==> config.mk <==
export PLATFORM = sky130hd
export DESIGN_NAME = ahb_periph_bridge
export DESIGN_NICKNAME = d
export VERILOG_FILES = /design/src/rtl/ahb_bridge_pkg.sv /design/src/rtl/ahb_periph_decode.sv /design/src/rtl/ahb_periph_bridge.sv
export SDC_FILE = /design/constraint.sdc
export NUM_CORES = 1
export LEC_CHECK = 0
export ABC_AREA = 1
export CAP_MARGIN = 20
export CELL_PAD_IN_SITES_DETAIL_PLACEMENT = 0
export CELL_PAD_IN_SITES_GLOBAL_PLACEMENT = 1
export CORE_UTILIZATION = 29
export CTS_BUF_LIST = sky130_fd_sc_hd__clkbuf_8 sky130_fd_sc_hd__clkbuf_16
export DETAILED_ROUTE_END_ITERATION = 10
export HOLD_SLACK_MARGIN = 0.02
export PLACE_DENSITY_LB_ADDON = 0.15
export SLEW_MARGIN = 0
export SYNTH_ARGS = -nofsm -noshare
export SYNTH_HDL_FRONTEND = slang
export SYNTH_SLANG_ARGS = --single-unit
==> constraint.sdc <==
create_clock -name clk -period 3.1 [get_ports clk]
set_input_delay 0.31 -clock clk [delete_from_list [all_inputs] [get_ports clk]]
set_output_delay 0.31 -clock clk [all_outputs]
set_load 0.1 [all_outputs]
==> src/rtl/ahb_bridge_pkg.sv <==
// Shared types and helpers for the AHB-Lite to peripheral-slot bridge.
package ahb_bridge_pkg;

  typedef enum logic [2:0] {IDLE, ACCESS, DONE, ERR1, ERR2} state_t;

  localparam logic [1:0] HTRANS_IDLE   = 2'b00;
  localparam logic [1:0] HTRANS_BUSY   = 2'b01;
  localparam logic [1:0] HTRANS_NONSEQ = 2'b10;
  localparam logic [1:0] HTRANS_SEQ    = 2'b11;

  localparam logic [1:0] HRESP_OKAY  = 2'b00;
  localparam logic [1:0] HRESP_ERROR = 2'b01;

  // Byte-lane enables for a legal (already aligned) access of the given size.
  function automatic logic [3:0] wstrb(input logic [2:0] size, input logic [1:0] addr);
    case (size)
      3'd0:    wstrb = 4'b0001 << addr;
      3'd1:    wstrb = 4'b0011 << {addr[1], 1'b0};
      default: wstrb = 4'hF;
    endcase
  endfunction

endpackage

==> src/rtl/ahb_periph_decode.sv <==
// Combinational address-phase decode: slot index, one-hot select and legality flags.
module ahb_periph_decode
  import ahb_bridge_pkg::*;
#(
  parameter int         NUM_SLOTS = 4,
  parameter logic [7:0] SLOT_MASK = 8'h0F
) (
  input  logic [2:0]           slot_bits,
  input  logic [1:0]           addr_lo,
  input  logic [2:0]           size,
  output logic [2:0]           slot,
  output logic [NUM_SLOTS-1:0] sel,
  output logic                 mapped,
  output logic                 aligned,
  output logic                 size_ok
);

  always_comb begin
    slot = slot_bits;
    sel  = '0;
    for (int i = 0; i < NUM_SLOTS; i++) begin
      sel[i] = SLOT_MASK[i] && (slot_bits == 3'(i));
    end
    mapped  = |sel;
    size_ok = (size <= 3'd2);
    case (size)
      3'd1:    aligned = ~addr_lo[0];
      3'd2:    aligned = (addr_lo == 2'b00);
      default: aligned = 1'b1;
    endcase
  end

endmodule

==> src/rtl/ahb_periph_bridge.sv <==
// AHB-Lite slave bridging one bus port to NUM_SLOTS ready-handshaked peripheral slots,
// with per-access timeout and two-cycle ERROR responses for illegal or stalled accesses.
module ahb_periph_bridge
  import ahb_bridge_pkg::*;
#(
  parameter int         ADDR_W    = 16,
  parameter int         NUM_SLOTS = 4,
  parameter int         SLOT_AW   = 8,
  parameter logic [7:0] SLOT_MASK = 8'h0F,
  parameter int         TIMEOUT   = 255
) (
  input  logic                    clk,
  input  logic                    rst_n,
  input  logic                    hsel,
  input  logic [ADDR_W-1:0]       haddr,
  input  logic [1:0]              htrans,
  input  logic                    hwrite,
  input  logic [2:0]              hsize,
  input  logic [31:0]             hwdata,
  input  logic                    hready,
  output logic                    hreadyout,
  output logic [1:0]              hresp,
  output logic [31:0]             hrdata,
  output logic [NUM_SLOTS-1:0]    p_sel,
  output logic [SLOT_AW-1:0]      p_addr,
  output logic                    p_wr,
  output logic                    p_rd,
  output logic [3:0]              p_wstrb,
  output logic [31:0]             p_wdata,
  input  logic [NUM_SLOTS*32-1:0] p_rdata,
  input  logic [NUM_SLOTS-1:0]    p_ready
);

  localparam int               CNT_W    = $clog2(TIMEOUT + 1);
  localparam logic [CNT_W-1:0] CNT_LAST = CNT_W'(TIMEOUT - 1);
  localparam logic [CNT_W-1:0] CNT_MAX  = CNT_W'(TIMEOUT);

  state_t                 state, state_next;
  logic [SLOT_AW-1:0]     addr_q;
  logic                   write_q;
  logic [2:0]             size_q;
  logic [NUM_SLOTS-1:0]   sel_q;
  logic [CNT_W-1:0]       cnt;
  logic [31:0]            wdata_q;
  logic [31:0]            rdata_q;

  logic [2:0]             dec_slot;
  logic [NUM_SLOTS-1:0]   dec_sel;
  logic                   dec_mapped, dec_aligned, dec_size_ok;
  logic                   accept, good, slot_ready, timed_out;
  logic [31:0]            slot_rdata;
  logic                   unused_bits;

  ahb_periph_decode #(
    .NUM_SLOTS (NUM_SLOTS),
    .SLOT_MASK (SLOT_MASK)
  ) u_decode (
    .slot_bits (haddr[SLOT_AW+2:SLOT_AW]),
    .addr_lo   (haddr[1:0]),
    .size      (hsize),
    .slot      (dec_slot),
    .sel       (dec_sel),
    .mapped    (dec_mapped),
    .aligned   (dec_aligned),
    .size_ok   (dec_size_ok)
  );

  assign unused_bits = ^{haddr[ADDR_W-1:SLOT_AW+3], htrans[0], dec_slot};

  // A new address phase is only taken while the previous data phase is completing or idle.
  assign accept    = (state inside {IDLE, DONE, ERR2}) && hsel && hready && htrans[1];
  assign good      = dec_mapped && dec_aligned && dec_size_ok;
  assign slot_ready = |(p_ready & sel_q);
  assign timed_out = (cnt >= CNT_LAST);
  assign hrdata    = rdata_q;

  always_comb begin
    slot_rdata = '0;
    for (int i = 0; i < NUM_SLOTS; i++) begin
      if (sel_q[i]) slot_rdata = slot_rdata | p_rdata[32*i +: 32];
    end
  end

  always_comb begin
    state_next = state;
    hreadyout  = 1'b1;
    hresp      = HRESP_OKAY;
    p_sel      = '0;
    p_addr     = '0;
    p_wr       = 1'b0;
    p_rd       = 1'b0;
    p_wstrb    = 4'h0;
    p_wdata    = 32'h0;
    case (state)
      ACCESS: begin
        hreadyout = 1'b0;
        p_sel     = sel_q;
        p_addr    = addr_q;
        p_wr      = write_q;
        p_rd      = ~write_q;
        if (write_q) begin
          p_wstrb = wstrb(size_q, addr_q[1:0]);
          p_wdata = (cnt == '0) ? hwdata : wdata_q;
        end
        // Ready wins over timeout when both land in the same cycle.
        if (slot_ready)     state_next = DONE;
        else if (timed_out) state_next = ERR1;
      end
      ERR1: begin
        hreadyout  = 1'b0;
        hresp      = HRESP_ERROR;
        state_next = ERR2;
      end
      default: begin
        if (state == ERR2) hresp = HRESP_ERROR;
        if (accept) state_next = good ? ACCESS : ERR1;
        else        state_next = IDLE;
      end
    endcase
  end

  always_ff @(posedge clk or negedge rst_n) begin
    if (!rst_n) begin
      state   <= IDLE;
      addr_q  <= '0;
      write_q <= 1'b0;
      size_q  <= 3'd0;
      sel_q   <= '0;
      cnt     <= '0;
      wdata_q <= 32'h0;
      rdata_q <= 32'h0;
    end else begin
      state <= state_next;
      if (accept) begin
        addr_q  <= haddr[SLOT_AW-1:0];
        write_q <= hwrite;
        size_q  <= hsize;
        sel_q   <= dec_sel;
      end
      if (state != ACCESS)   cnt <= '0;
      else if (cnt != CNT_MAX) cnt <= cnt + 1'b1;
      if (state == ACCESS && cnt == '0 && write_q) wdata_q <= hwdata;
      if (state == ACCESS && slot_ready && !write_q) rdata_q <= slot_rdata;
    end
  end

endmodule

==> metrics <==
total setup buffers inserted after CTS 0; Post-Route WL 16.30 mm; Std-Cell Rows 48; CP max-delay cell dfrtp_1; Worst Reg2Reg Path Length in Cells 10; register area share after synthesis 0.4407; Syn. warnings 0; PwrDens 762.4 nW/um2; number of hold buffers added after CTS 0; CTS tree yes; DP HPWL 12.22 mm; Yosys reg bits 91; vias per std cell 4.348; Max VDD drop 292.2 uV; initial antenna violation count 0; Mapped Avg Cell Area 7.414 um2; post-synthesis cell type count 26; Root Buffer clkbuf_16; Cell Area, Placed 8204 um2; ANT cells 0; number of global-route vias before repair 4,808; Rel. slew slack 0.3189; Layout Cells excl Fill 1,175; worst slew pin tran 1.018 ns; Clk Latency, worst-skew pair 0.34 ns; endpoint class of the critical path output port; drt pass-1 iters 4; pre-CTS setup slack 0.8172 ns; sw frac 0.5043; # placed instances 1,159; nets@finish 1,138; total gr overflow 0; residual DRC count 0; Area Overhead vs Synth 64.14%; Starting Density 0.2977; Int Power 3.206 mW; Period minus WS final 2.630 ns; chip width 135.5 um; mapped cell area 5167 um2; maximum fanout along the worst path 40; core area 17,360 um2; fill cell count 1,733; Final Hold Vio Count 0; Clk pwr share 0.161; P_leak 3.887 nW; Syn Nets 890; CP Launch Type register; largest net degree at the start of global routing 92; TritonCTS Sinks 91; max-cap viol count 0; WL/cell 13.87 um; Worst Path Class, Setup reg2out; Num CTS Buffers 9; crit path cell chain inv_1, ha_1, nand3_1, nor2_2, nand2_4, buf_4, o21ai_1, buf_12; period utilization 0.8485; CP required 2.79 ns; post-route worst setup slack 0.4696 ns; status completed; Max clock buf depth 2; Max Slew Vio Count 0; max frequency 380.2 MHz; Comb pwr share 0.560; Routed Antenna Nets 0; first-pass GRT wire length 25.90 mm; register share of total power 0.279; CTS clk-pin slew, worst paths 0.07 ns; skew final 0.008622 ns; net switching power 3.261 mW; Syn Inst Count 697; Ports 275; Worst Hold Class in2async; RSZ-0062 raised after global routing false; PostCTS Resize Cnt 0; Overall Power 6.466 mW; Max stage delay on crit path 0.40 ns; DIE HEIGHT 135.5 um; Arr. time, crit path 2.32 ns; proportion of layout cells with a drive suffix above 1 0.1621; Port-buffer cells 267; vias 5,109; Design Area, Final 8482 um2; Min Hold Slack 0.01260 ns; die area 18,360 um2; GRT Util Overall 0.1850; DRT iter0 DRCs 238; Placer Congestion 0.7924; Max H-tree Level 3; final setup fails 0
sequential cells by signal, indices dropped and copies added, names as in the netlist:
register / count
addr_q: 8
cnt: 8
hrdata: 32
write_q: 1
wdata_q: 32
sel_q: 4
size_q: 3
state: 3
worst max-delay path: cells and delay by family, from the launching register on:
family / cells / cell delay (ns)
adders and majority gates: 1 / 0.16
and+or+nand+nor: 3 / 0.53
buffers and inverters: 3 / 0.62
DFF: 1 / 0.40
AOI/OAI and AO/OA: 1 / 0.24
cells in the mapped netlist (all sizes together):
master,instances,area share
a31oi,1,0.0012
clkbuf,19,0.014
nand2,248,0.18
nand4,2,0.0024
nand3,48,0.046
ha,3,0.0073
nor2,28,0.026
buf,22,0.036
inv,73,0.054
conb,1,0.00073
xor2,1,0.0017
nor3,1,0.00097
dfrtp,91,0.44
a21oi,36,0.035
o21ai,123,0.15
placed cells by master, fill, tap and decap left out, types with 2 or more instances in the layout:
cell	n
buf_4	49
nand4_1	2
nor2_1	24
o21ai_2	43
a21oi_1	36
o21ai_1	35
dfrtp_1	91
clkdlybuf4s50_1	194
nand2_2	2
clkbuf_16	9
nand2_1	244
nor2_2	2
nand3_1	48
inv_1	70
buf_12	35
inv_4	2
nand2_4	2
o21ai_0	45
clkinvlp_4	4
ha_1	3
stage by stage:
step | setup TNS [ns] | util
floorplan | -5.444 | -
global placement | 0 | 0.4727
detailed placement | 0 | 0.4727
CTS | 0 | 0.4887
global route | 0 | 0.4887
finish | 0 | 0.4887
per-layer routing:
metal / vias to the layer above / track usage / wire length (um)
met5: - / 0 / 0
met4: 0 / 0.06180 / 177
met2: 162 / 0.3046 / 7912
met1: 2225 / 0.2303 / 6934
li1: 2714 / - / -
met3: 8 / 0.05462 / 1276
final cells by class:
| class | instances | area (um2) | area share |
|---|---|---|---|
| Clock inverter | 7 | 52.55 | 0.006196 |
| Sequential cell | 91 | 2277 | 0.2685 |
| Clock buffer | 9 | 225.2 | 0.02655 |
| Inverter | 73 | 279.0 | 0.03290 |
| Tap cell | 225 | 281.5 | 0.03319 |
| Timing Repair Buffer | 278 | 3010 | 0.3549 |
| Multi-Input combinational cell | 492 | 2356 | 0.2778 |
power groups by stage:
stage | logic [mW] | clock network [mW] | registers (mW)
final | 3.62 | 1.04 | 1.80
after detailed placement | 3.67 | 0 | 1.82
after CTS | 3.67 | 1.08 | 1.81
after floorplan | 1.93 | 0 | 2.46
after global placement | 3.66 | 0 | 1.81
after global routing | 3.89 | 1.12 | 1.86
kinds of logic (layout without fill, tap and decap cells):
logic type | Yosys count | after routing | synth area share
and+or+nand+nor | 327 | 327 | 0.2598
other | 1 | 1 | 0.0007257
AOI/OAI and AO/OA | 160 | 160 | 0.1857
adders and majority gates | 3 | 3 | 0.007265
buffers and inverters | 114 | 367 | 0.1041
DFF | 91 | 91 | 0.4407
xor gates and xnor gates | 1 | 1 | 0.001695
final timing paths:
check	from	endpoint	slack, ns
max in group asynchronous	rst_n	hrdata[20]	2.71
setup reg to reg	state[2]	hrdata[8]	1.23
setup / recovery	cnt[0]	p_wdata[17]	0.47
min in group clk	hrdata[12]	hrdata[12]	0.48
hold / removal	rst_n	wdata_q[10]	0.01
hold reg to reg	hrdata[12]	hrdata[12]	0.48
Power figures use the tool's default switching activity.
==> edit 1: new RTL, same flow settings <==
Reset style: synchronous (`rst_n`), changed in one clocked block.
--- a/src/rtl/ahb_periph_bridge.sv
+++ b/src/rtl/ahb_periph_bridge.sv
@@ -120,5 +120,5 @@
   end
 
-  always_ff @(posedge clk or negedge rst_n) begin
+  always_ff @(posedge clk) begin
     if (!rst_n) begin
       state   <= IDLE;
Function: differs if rst_n is asserted again (counterexample within 4 cycles, from zero or initial values and one cycle with rst_n low); with rst_n held inactive, the same outputs for 4 cycles.
==> edit 1 against the original RTL <==
- critical endpoint is now p_wdata[2]
- via count grew 4.1%
- first-iteration DRC count is 20% lower
- wire length is 3.9% higher
- clock skew shrank 0.0041 ns
- synthesized cell count up 4.7%
- die area fell by 10%
- setup slack improved by 0.28 ns
- design area down 6.3%
- sequential cell count did not move
- maximum frequency is 12% higher
- synthesized area fell by 10%
Power is not compared: it rests on default switching activity, and its combinational part moved more than twofold at a synthesized area within 25%.
==> edit 1: results (changes against the original RTL) <==
- The largest fanout on the critical path was 32 (-20%).
- For this design, the slowest cell found on the critical path is sky130_fd_sc_hd__dfxtp_1.
- The slew at the pin with the worst max-slew slack is 1.02 ns (+0.000374 ns).
- DRC violation total after the first TritonRoute iteration: 191 (-20%)
- Critical Path Start: cnt[1]
* Global routing met2 resource utilization: 35.5% (+5.1 points)
- The filler-free cell count of the finished design came to 1,190 (+1.3%).
* Drt wl/cell: 14.2 microns (+2.6%)
- Synth async-reset ratio: 0% (-100 points)
* Critical path's largest stage delay: 0.45 ns (+0.05 ns)
- The largest clock skew in the final design was 0.00457 ns (-0.00405 ns).
- The number of different library cells in the post-synthesis netlist is 22 (-15%).
- The most critical setup path has its endpoint at p_wdata[2].
* Number of fillers in the final layout: 1,594 (-8.0%)
- Met3 usage: 7.26% (+1.8 points)
- Post-layout utilization of the core: 51.7% (+2.8 points)
* Reg-to-reg slack, setup: 1.17 ns (-0.06 ns)
- The final estimated routing congestion in global placement was 0.816 (+3.0%).
* Synth top cells by count: 257 x sky130_fd_sc_hd__nand2_1, 91 x sky130_fd_sc_hd__dfxtp_1, 91 x sky130_fd_sc_hd__nor2_1
- The sum of net half-perimeters after detailed placement is 12,700 microns (+4.0%).
* Result of the run: completed
* Fraction of final layout cells with drive strength greater than 1: 10.1% (-6.1 points)
- Arrival @ worst endpoint: 2.04 ns (-0.28 ns)
* Leading register cell type out of synthesis: sky130_fd_sc_hd__dfxtp_1
- The first-pass GRT wire length came to 25,900 microns (about the same).
- R2R Path End: wdata_q[1]
- Path depth of the worst reg2reg path: 9 (-1)
- The met1 usage in global routing came to 23.3% (+0.22 points).
- Post-Place Worst Slack: 1.07 ns (+0.254 ns)
- The number of instances in the synthesized netlist came to 730 (+4.7%).
- The portion of the post-synthesis area used by sequential elements was 39.4% (-4.7 points).
- Ranking of synthesized cells by area: sky130_fd_sc_hd__dfxtp_1 39%, sky130_fd_sc_hd__nand2_1 21%, sky130_fd_sc_hd__nor2_1 7.4%, sky130_fd_sc_hd__a21oi_1 6.3%, sky130_fd_sc_hd__o21ai_0 5.9%
- Syn Nets: 923 (+3.7%)
- The total vias in the final route came to 5,318 (+4.1%).
- The portion of the clock cycle consumed by the worst path in the final layout is 75.9% (-8.9 points).
* Worst hold path class: in2reg
edit 1: changes by cell type in the layout (fill, tap and decap cells not counted), sizes merged, moves of 4 or more:
cell	before	now
inv	74	39
nand4	2	35
buf	84	78
o21ai	123	55
nand2	248	257
dfxtp	0	91
a21oi	36	58
clkdlybuf4s50	194	202
nor2	28	95
dfrtp	91	0
clkinvlp	4	0
edit 1: power by group:
part	total [mW]	switching [mW]	internal, mW	leakage, nW
Combinational	0.535	0.255	0.280	2.30
Clock	1.00	0.451	0.551	0.140
Sequential	1.21	0.0209	1.19	0.735
edit 1: worst min-delay path by stage:
| stage | endpoint | startpoint | slack, ns | cells after the start |
|---|---|---|---|---|
| after global routing | state[1] | rst_n | 0.40 | 3 |
| after global placement | addr_q[6] | addr_q[6] | 0.44 | 2 |
| after floorplan | addr_q[4] | addr_q[4] | 0.43 | 2 |
| final | state[1] | rst_n | 0.38 | 3 |
| after CTS | state[1] | rst_n | 0.38 | 3 |
| after detailed placement | addr_q[7] | addr_q[7] | 0.45 | 2 |
edit 1: logic make-up (layout without fill, tap and decap cells):
kind of cell               Yosys count  in the layout  synth area share [%]
AOI/OAI and AO/OA                  113            113                  12.2
xor gates and xnor gates             3              3                 0.568
adders and majority gates            3              3                 0.811
buffers and inverters               84            333                  7.65
DFF                                 91             91                  39.4
other                                1              1                0.0810
and+or+nand+nor                    435            435                  39.3
edit 1: worst max-delay path, delay by kind of cell, from the launching register on:
family,cells,cell delay (ns)
fa+ha+maj,1,0.19
buf+inv,3,0.58
flops,1,0.45
simple gates,5,0.46
edit 1: cell type report:
class / count / share of cell area (%)
repair buffers: 280 / 37.8
multi-input cells: 555 / 30.8
flip-flops and latches: 91 / 22.9
well taps: 211 / 3.32
clock buffers: 10 / 3.01
inverters: 38 / 1.79
clock inverters: 5 / 0.283
==> edit 2: new RTL, same settings <==
Made on the original files. `NUM_SLOTS` is set to 4 in 2 places; all go to 2.
--- a/src/rtl/ahb_periph_decode.sv
+++ b/src/rtl/ahb_periph_decode.sv
@@ -3,5 +3,5 @@
   import ahb_bridge_pkg::*;
 #(
-  parameter int         NUM_SLOTS = 4,
+  parameter int         NUM_SLOTS = 2,
   parameter logic [7:0] SLOT_MASK = 8'h0F
 ) (
--- a/src/rtl/ahb_periph_bridge.sv
+++ b/src/rtl/ahb_periph_bridge.sv
@@ -5,5 +5,5 @@
 #(
   parameter int         ADDR_W    = 16,
-  parameter int         NUM_SLOTS = 4,
+  parameter int         NUM_SLOTS = 2,
   parameter int         SLOT_AW   = 8,
   parameter logic [7:0] SLOT_MASK = 8'h0F,
Ports: changed (resized p_rdata, p_ready and p_sel); port bits go from 275 to 207. The function was not compared with the original's and may differ.
==> edit 2 against the original RTL <==
- hold slack better by 0.0096 ns
- design area fell by 14%
- wire length fell by 16%
- sequential cell count is 2 lower
- setup slack worse by 0.039 ns
- count of clock-buffer cells in the layout increased by 1
- first-iteration DRC count grew 21%
- synthesized area decreased by 13%
- die area shrank 12%
- power grew 12%
==> edit 2: results (changes against the original RTL) <==
- The area after detailed placement was 7000 sq um (-15%).
- The depth of the worst register-to-register path is 7 (-3).
- The routed length on met3 was 683 microns (-46%).
- The startpoint identified for the worst register-to-register timing path is state[1].
- Number of fillers in the final layout: 1,460 (-16%)
* Largest delay share family, worst path: simple AND/OR/NAND/NOR gates
- The first-pass GRT wire length was 22,700 microns (-12%).
* R2R Path End: wdata_q[5]
- The number of DRC violations after detailed-routing iteration 0 was 289 (+21%).
* Port Buffers: 199 (-25%)
- Via density: 4.78 (+10%)
- The count of nets after finishing came to 896 (-21%).
- The number of different library cells in the post-synthesis netlist was 24 (-7.7%).
- Result of the run: completed
* Largest net degree at the start of global routing: 54 (-41%)
- The cell count after placement is 945 (-18%).
- Routed metal-1 wirelength: 6170 microns (-11%)
* Xor/xnor cell area share of the yosys netlist: 0% (-0.17 points)
- The final estimated routing congestion in global placement is 0.751 (-5.2%).
* All-Layer GR Usage: 17.9% (-0.63 points)
- The maximum ir drop on the vdd rail came to 0.000410 V (+40%).
- DP HPWL: 9830 microns (-20%)
- The area occupied by multi-input gates was 1980 sq um (-16%).
- Minimum hold slack: 0.0222 ns (+0.00964 ns)
- Fraction of final layout cells with drive strength greater than 1: 11.9% (-4.3 points)
- Avg Cell Area, Syn: 7.78 sq um (+4.9%)
- Synth top cells by count: 220 x sky130_fd_sc_hd__nand2_1, 108 x sky130_fd_sc_hd__nand3_1, 89 x sky130_fd_sc_hd__dfrtp_1
- Termination of the worst setup path: p_wdata[18]
[edit 2: cell count changes after synthesis, sizes merged, moves of 6 or more]
cell    change
o21ai     -104
a21oi      -33
nand3      +61
a22o       +32
clkbuf     -10
buf         +6
nand2      -28
inv        -40
[edit 2: worst reg2reg max path: cells and delay by family (launching register included)]
| family | cells | cell delay, ns |
|---|---|---|
| AND/OR/NAND/NOR | 5 | 1.31 |
| buffers and inverters | 2 | 0.45 |
| flip-flops | 1 | 0.39 |
[edit 2: power by group]
| part | switching [mW] | internal (mW) | leakage, nW |
|---|---|---|---|
| Combinational | 3.24 | 1.14 | 2.33 |
| Clock | 0.432 | 0.552 | 0.139 |
| Sequential | 0.257 | 1.66 | 1.14 |
[edit 2: area by class of cell]
class,count,share of cell area [%]
flip-flops and latches,89,30.5
repair buffers,214,33.8
inverters,34,1.75
well taps,188,3.22
multi-input cells,421,27.1
clock buffers,10,3.28
clock inverters,5,0.326
